==> src/rtl/crc16_decode.sv <==
// USB DATA packet receiver: deserialises PID+payload and checks the CRC16 residual.
// Delivers {data,pid} with a one-cycle pass or fail verdict.
module crc16_decode #(
   parameter int          PID_LEN  = 8,
   parameter int          DATA_LEN = 64,
   parameter int          CRC_LEN  = 16,
   parameter logic [15:0] RESIDUAL = 16'h800D
) (
   input  logic                        clock,
   input  logic                        reset,
   input  logic                        rx_start,
   input  logic                        bit_in,
   input  logic                        bit_valid,
   input  logic                        rx_abort,
   output logic [PID_LEN+DATA_LEN-1:0] pkt_out,
   output logic                        pkt_valid,
   output logic                        crc_error,
   output logic                        busy
);

   localparam int PKT_LEN = PID_LEN + DATA_LEN;

   localparam logic [6:0] PID_LAST  = 7'(PID_LEN - 1);
   localparam logic [6:0] DATA_LAST = 7'(PKT_LEN - 1);
   localparam logic [6:0] CRC_LAST  = 7'(PKT_LEN + CRC_LEN - 1);

   localparam logic [2:0] S_IDLE  = 3'd0;
   localparam logic [2:0] S_PID   = 3'd1;
   localparam logic [2:0] S_DATA  = 3'd2;
   localparam logic [2:0] S_CRC   = 3'd3;
   localparam logic [2:0] S_CHECK = 3'd4;

   logic [2:0]  state;
   logic [6:0]  bit_cnt;
   logic [15:0] lfsr;

   // x^16 + x^15 + x^2 + 1, state ordered {x15..x0}
   function automatic logic [15:0] lfsr_step(
      input logic [15:0] s,
      input logic        b
   );
      logic fb;
      fb = b ^ s[15];
      return {s[14] ^ fb, s[13:2], s[1] ^ fb, s[0], fb};
   endfunction

   assign busy = (state != S_IDLE);

   always_ff @(posedge clock or posedge reset) begin
      if (reset) begin
         state     <= S_IDLE;
         bit_cnt   <= '0;
         lfsr      <= 16'hFFFF;
         pkt_out   <= '0;
         pkt_valid <= 1'b0;
         crc_error <= 1'b0;
      end else begin
         pkt_valid <= 1'b0;
         crc_error <= 1'b0;
         // a restart in CHECK still delivers the verdict; a bare abort drops it
         if (state == S_CHECK && (rx_start || !rx_abort)) begin
            pkt_valid <= (lfsr == RESIDUAL);
            crc_error <= (lfsr != RESIDUAL);
         end
         if (rx_start) begin
            state   <= S_PID;
            bit_cnt <= '0;
            lfsr    <= 16'hFFFF;
         end else if (rx_abort && state != S_IDLE) begin
            state <= S_IDLE;
         end else begin
            unique case (state)
               S_IDLE: begin
               end
               S_PID: begin
                  if (bit_valid) begin
                     pkt_out <= {bit_in, pkt_out[PKT_LEN-1:1]};
                     bit_cnt <= bit_cnt + 7'd1;
                     if (bit_cnt == PID_LAST)
                        state <= S_DATA;
                  end
               end
               S_DATA: begin
                  if (bit_valid) begin
                     pkt_out <= {bit_in, pkt_out[PKT_LEN-1:1]};
                     lfsr    <= lfsr_step(lfsr, bit_in);
                     bit_cnt <= bit_cnt + 7'd1;
                     if (bit_cnt == DATA_LAST)
                        state <= S_CRC;
                  end
               end
               S_CRC: begin
                  if (bit_valid) begin
                     lfsr    <= lfsr_step(lfsr, bit_in);
                     bit_cnt <= bit_cnt + 7'd1;
                     if (bit_cnt == CRC_LAST)
                        state <= S_CHECK;
                  end
               end
               S_CHECK: begin
                  state <= S_IDLE;
               end
               default: begin
                  state <= S_IDLE;
               end
            endcase
         end
      end
   end

endmodule

==> config.mk <==
export PLATFORM = sky130hd
export DESIGN_NAME = crc16_decode
export DESIGN_NICKNAME = d
export VERILOG_FILES = /design/src/rtl/crc16_decode.sv
export SDC_FILE = /design/constraint.sdc
export NUM_CORES = 1
export LEC_CHECK = 0
export ABC_AREA = 1
export ABC_CLOCK_PERIOD_IN_PS = 3450
export BUFFER_PORTS_ARGS = -buffer_cell sky130_fd_sc_hd__buf_2
export CAP_MARGIN = 20
export CORE_MARGIN = 8
export CORE_UTILIZATION = 43
export DETAILED_ROUTE_END_ITERATION = 8
export SYNTH_ARGS = -nofsm -noshare
export SYNTH_HDL_FRONTEND = slang
export SYNTH_SLANG_ARGS = --single-unit
==> constraint.sdc <==
create_clock -name clock -period 3.45 [get_ports clock]
set_input_delay 0.5175 -clock clock [delete_from_list [all_inputs] [get_ports clock]]
set_output_delay 0.5175 -clock clock [all_outputs]
set_load 0.05 [all_outputs]
==> key figures, run 1 <==
Routing
  • # DRC: 0
  • DRT iter0 DRCs: roughly 290
  • Final wirelength: ~9800 um
  • Vias per Instance: between 4 and 5
  • Post-DR wirelength/cell: about 14 um
  • Drt pass-1 iters: 5
  • Final ANT Viol Nets: 0
  • Vias: between 3000 and 4000

Timing
  • Fmax: 0.531 GHz
  • Hold_ws: 0.0673 ns
  • Final setup vio count: 0
  • RSZ-0062 raised after global routing: false
  • Setup slack after layout: about 1.6 ns
  • Final Hold Vio Count: 0
  • Slew Viols, Final: 0
  • Crit path time final: 1.88 ns
  • Slew HR: between 30% and 40%
  • Worst slew pin tran: between 0.9 and 1 ns
  • Skew final: slightly below 0.01 ns
  • Period utilization: between 50% and 60%
  • TNS Setup: 0 ns

Layout
  • Diode count: 0
  • Final non-filler cell area: 5040 um^2
  • Final Non-Filler Cells: ~700
  • Layout cell share with drive strength beyond 1: between 20% and 30%
  • Net count, final: just under 600
  • Syn-to-layout area delta: 16.7%
  • Final core occ: 51.6%

Logic synthesis
  • Post-synth EDFFs: 0
  • Synth top cells by count: nand2_1, o21ai_0, dfrtp_1
  • Yosys Warn Count: 0
  • Synthesized Nets: around 520
  • Netlist Area Pre-Place: between 4000 and 5000 um^2
  • Synth Register Bits: 100
  • Cell variety after synth: 29
  • Synth area leaders: dfrtp_1, nand2_1, o21ai_0
  • Post-synthesis sequential area ratio: about three fifths
  • Most instantiated library cell after synthesis: nand2_1
  • Synthesized instance count: slightly above 500
  • Syn_area_per_cell: approximately 8.5 um^2
  • Ys async rst share: 100%
  • Cell taking the most area after synthesis: dfrtp_1
  • Area fraction of the dominant cell type after synthesis: between 40% and 50%
  • Ys flop type: dfrtp_1

Global route
  • Vias in the first global route: 3411
  • Overall Global Routing Usage: 15.1%
  • GR Overflow Total: 0
  • Initial antenna violation count: 0
  • First-pass GRT wire length: 16500 um
  • Largest net degree at the start of global routing: just under 90

Placement
  • DP HPWL: 6410 um
  • Placer Congestion: around 0.75
  • PortBufs: 80
  • Area after DPL: roughly 4800 um^2
  • Placed Cells: 700
  • Pre-CTS setup slack: 1.18 ns

Clock tree
  • CTS Hold Bufs: 0
  • H-tree levels: 3
  • CTS sink cnt: 100
  • Worst-Skew Late Latency: roughly 0.36 ns
  • CTS tree: done
  • CTS resizes: 0
  • TritonCTS buffer count: 9
  • Post-CTS Setup Inserts: 0
  • Clock transition at path regs: 0.10 ns
  • CTS Root Cell: clkbuf_8
  • Bufs on Longest Clock Path: 2

Critical path
  • Crit path launch type: input port
  • Crit path required time: 3.75 ns
  • Critical path's slowest cell: buf_4
  • Cell chain of the critical path: buf_2, inv_1, nand2_2, buf_4, o21ai_0, nand2_1
  • Slowest stage delay, CP: roughly 0.54 ns
  • Worst Setup End Kind: flop
  • CP Class: input port to flop
  • Critical Path AT: approximately 2.2 ns
  • CP top delay family: buffers and inverters
  • CP max FO: ~70
  • Worst path bufs/invs: 3

Pwr
  • Total power: 2.93 mW
  • PwrDens: slightly below 600 nW/um^2
  • Peak supply drop: about 0.00031 V
  • Leak: roughly 2.9 nW

Floorplan
  • # rows: 36
  • Core region area: slightly below 10000 um^2
  • Io pins: between 80 and 90
  • Die Wd: 116 um
  • Initial Util: between 40% and 50%
  • Die footprint: between 10000 and 15000 um^2
  • Chip height: 116 um

Run
  • Max-Cap Viols: 0

Status
  • Status: finished, final reports clean

Worst hold path
  • Hold/Removal Path Class: input port to asynchronous set/reset pin
cell families (layout without fill, tap and decap cells):
kind of cell | Yosys count | after routing | synth area share, %
AO/OA/AOI/OAI | 103 | 103 | 12.3
XOR/XNOR | 1 | 1 | 0.203
adder cells (fa/ha/maj) | 1 | 1 | 0.289
buffers and inverters | 45 | 119 | 4.83
flip-flops | 100 | 100 | 58.4
AND/OR/NAND/NOR | 260 | 260 | 24.0
cell type report:
class / count / area (um^2)
clock inverters: 6 / 72.6
fillers: 958 / 4730
inverters: 16 / 62.6
well taps: 133 / 166
flip-flops and latches: 100 / 2520
clock buffers: 10 / 138
multi-input cells: 365 / 1600
repair buffers: 87 / 485
report_power, final:
group	internal, mW	switching, mW
clock	0.361	0.414
combinational	0.170	0.592
sequential	1.31	0.0864
total	1.84	1.09
final timing paths:
check | to | slack (ns) | depth (start not counted) | from
setup / recovery | pkt_out[43]$_DFFE_PP0P_ | 1.57 | 6 | rx_start
hold / removal | pkt_out[15]$_DFFE_PP0P_ | 0.07 | 2 | reset
setup reg to reg | bit_cnt[3]$_DFFE_PP0P_ | 1.64 | 4 | state[0]$_DFFE_PP0P_
hold reg to reg | pkt_out[1]$_DFFE_PP0P_ | 0.50 | 2 | pkt_out[2]$_DFFE_PP0P_
max in group asynchronous | lfsr[9]$_DFFE_PP1P_ | 2.50 | 4 | reset
min in group clock | pkt_out[71]$_DFFE_PP0P_ | 0.42 | 3 | bit_in
layout by cell type (no fill, tap or decap), drive strengths merged:
cell type  count
a21oi          2
a31oi          2
buf           87
bufinv         1
clkbuf        10
clkinv         1
clkinvlp       3
dfrtp         84
dfstp         16
ha             1
inv           17
nand2        205
nand3         10
nand4          2
nor2          36
nor3           3
nor3b          1
nor4           1
o211ai         1
o21ai         98
or2            2
xor2           1
sequential cells by signal, summed over array words and instances (netlist names):
name       count
bit_cnt        7
crc_error      1
lfsr          16
pkt_out       72
pkt_valid      1
state          3
per-layer routing:
metal  wire [um]  track usage, %  part of all wire (%)  vias to the layer above
met2        4400            22.7                    45                       81
met1        4720            20.8                    48                     1695
li1            -               -                     -                     1762
met3         579            3.00                   5.9                        6
met4          95            6.31                  0.97                        0
met5           0               0                     0                        -
(Power assumes the default switching activity.)
==> inputs of run 2 (changes only) <==
ABC_CLOCK_PERIOD_IN_PS = 1700   (was 3450)
PLACE_DENSITY = 0.67   (was unset)
clock period = 1.7 ns   (was 3.45 ns; I/O delays follow)
==> run 2 against run 1 <==
Compared with the run above:
- routed wire length rose by 0.10%
- sequential share of layout area fell by 0.79 points
- final cell count rose by 0.84%
- clock skew rose by 0.0039 ns
- flip-flop and latch count did not move
- register-to-register slack got worse by 1.5 ns
- via count fell by 0.62%
- setup slack got worse by 1.4 ns
- sequential power rose by 100%
- first-iteration DRC count rose by 20%
- clock power rose by 91%
- critical path type is now flop to flop
==> key figures, run 2 (synthesis results as in run 1) <==
Status
  • Status: finished, final reports clean

Layout
  • Max reg flops: 72 (unchanged)
  • Layout cell share with drive strength beyond 1: 23.4% (+1.1 points)
  • Final non-filler cell area: 5120 um^2 (+1.6%)
  • Syn-to-layout area delta: 18.6%
  • Biggest regs: pkt_out x72, lfsr x16, bit_cnt x7
  • Commonest cells after routing, fill and taps aside: nand2_1, o21ai_0, dfrtp_1, buf_2, nor2_1
  • Most common library cell in the layout ignoring fill and taps: nand2_1
  • Largest reg by FF count: pkt_out
  • Net count, final: 592 (+1.0%)
  • Final Non-Filler Cells: 723 (+0.84%)
  • Diode count: 0 (unchanged)

Critical path
  • CP Class: flop to flop
  • CP max FO: 14 (-81%)
  • Crit Reg-Reg Startpoint: state[0]$_DFFE_PP0P_
  • Slowest stage delay, CP: 0.43 ns (-0.11 ns)
  • Cell chain of the critical path: nor2_2, nand2_2, nand2_2, nand2_2, buf_4, inv_1, nand2_1, nand2_1, nand2_1, nand2_1
  • Worst Setup End Kind: flop
  • Crit path launch type: flop
  • Crit path required time: 2.00 ns (-1.75 ns)
  • Worst r2r dst: state[1]$_DFFE_PP0P_
  • Crit path top cell by count: nand2_1
  • Critical path's slowest cell: dfrtp_1
  • Critical Path AT: 1.85 ns (-0.34 ns)
  • Cells on worst reg2reg path: 10 (+6)
  • Reg2reg setup slack: 0.15 ns (-1.49 ns)

Worst hold path
  • Hold/Removal Path Class: input port to flop
  • Min-Delay Endpoint: pkt_out[71]$_DFFE_PP0P_
  • Hold path depth: 3
  • Hold Path Origin: bit_in

Placement
  • DP HPWL: 6650 um (+3.8%)
  • Placed Cells: 706 (+0.86%)
  • Area after DPL: 4920 um^2 (+2.3%)
  • Placer Congestion: 0.810 (+7.7%)
  • PortBufs: 80 (unchanged)

Clock tree
  • Worst-Skew Late Latency: 0.36 ns (about the same)
  • TritonCTS buffer count: 9 (unchanged)
  • CTS Root Cell: clkbuf_8
  • Post-CTS Setup Inserts: 0 (unchanged)
  • Clock transition at path regs: 0.10 ns (about the same)
  • Bufs on Longest Clock Path: 2 (unchanged)
  • CTS sink cnt: 100 (unchanged)
  • CTS tree: done
  • H-tree levels: 3 (unchanged)

Global route
  • Initial antenna violation count: 0 (unchanged)
  • GR Overflow Total: 0 (unchanged)
  • Overall Global Routing Usage: 14.9% (-0.20 points)
  • Largest net degree at the start of global routing: 73 (-16%)
  • Vias in the first global route: 3244 (-4.9%)
  • First-pass GRT wire length: 16100 um (-2.4%)

Pwr
  • PwrDens: 1160 nW/um^2 (+100%)
  • Peak supply drop: 0.000447 V (+43%)
  • Leak: 2.91 nW (+1.2%)

Floorplan
  • Chip height: 116 um (unchanged)
  • Core region area: 9770 um^2 (unchanged)
  • Io pins: 81 (unchanged)
  • Initial Util: 44.2% (unchanged)
  • Die footprint: 13500 um^2 (unchanged)
  • # rows: 36 (unchanged)
  • Die Wd: 116 um (unchanged)

Timing
  • Hold_ws: 0.137 ns (+0.0698 ns)
  • Skew final: 0.0136 ns (+0.00392 ns)
  • Slew Viols, Final: 0 (unchanged)
  • TNS Setup: 0 ns (unchanged)
  • Final setup vio count: 0 (unchanged)
  • RSZ-0062 raised after global routing: true
  • Slew HR: 64.1% (+29 points)
  • Period utilization: 91.3%
  • Fmax: about 0.64 GHz
  • Worst slew pin tran: 0.537 ns (-0.438 ns)
  • Crit path time final: between 1.5 and 2 ns
  • Final Hold Vio Count: 0 (unchanged)

Routing
  • Post-DR wirelength/cell: 13.6 um (-0.73%)
  • DRT iter0 DRCs: 342 (+20%)
  • Final ANT Viol Nets: 0 (unchanged)
  • Vias per Instance: 4.87 (-1.4%)
  • # DRC: 0 (unchanged)
  • Vias: 3522 (-0.62%)
  • Drt pass-1 iters: 4 (-1)
  • Final wirelength: 9800 um (+0.10%)

Run
  • Max-Cap Viols: 0 (unchanged)
## run 2: cell type report
class	instances	area (um^2)
fill	925	4650
clock buffer	10	138
multi-input combinational	365	1600
tap	133	166
sequential	100	2520
timing repair buffer	93	576
clock inverter	6	55.1
inverter	16	63.8
## run 2: critical path: cells and delay by family, from the launching register on
kind	cells	cell delay, ns
simple gates	8	0.77
buf+inv	2	0.29
flops	1	0.43
## run 2: metal layers
layer | up-vias | global-route usage, % | routed length (um)
met5 | - | 0 | 0
met1 | 1671 | 19.3 | 4520
li1 | 1778 | - | -
met3 | 5 | 3.46 | 515
met4 | 0 | 5.88 | 91
met2 | 68 | 23.5 | 4680
## run 2: how the worst max path moves through the flow
stage	start	end	slack, ns	cells after the start
floorplan	state[0]$_DFFE_PP0P_	pkt_out[31]$_DFFE_PP0P_	0.06	9
global placement	state[2]$_DFFE_PP0P_	pkt_out[49]$_DFFE_PP0P_	0.16	7
detailed placement	state[2]$_DFFE_PP0P_	pkt_out[0]$_DFFE_PP0P_	0.14	7
CTS	state[2]$_DFFE_PP0P_	pkt_out[0]$_DFFE_PP0P_	0.12	7
global route	state[1]$_DFFE_PP0P_	pkt_out[69]$_DFFE_PP0P_	-0.01	6
finish	state[0]$_DFFE_PP0P_	state[1]$_DFFE_PP0P_	0.15	10
## run 2: metrics by stage
step / worst slack (ns) / power [mW] / util, %
2_1_floorplan: 0.0641 / 4.08 / -
3_3_place_gp: 0.161 / 4.49 / 50.3
3_5_place_dp: 0.141 / 4.53 / 50.3
4_1_cts: 0.121 / 6.01 / 52.4
5_1_grt: -0.0134 / 6.34 / 52.4
6_report: 0.148 / 5.96 / 52.4
## run 2: power breakdown
part           leakage (nW)  switching (mW)  internal, mW
Combinational          1.48            1.21         0.432
Clock                0.0929           0.874         0.601
Sequential             1.33           0.185          2.66
## run 2: what timing repair did
item,4_1_cts,5_1_grt
hold endpoints to repair,21,0
hold buffers,1,0
gates resized for setup,0,3
endpoints found under the setup margin,0,15
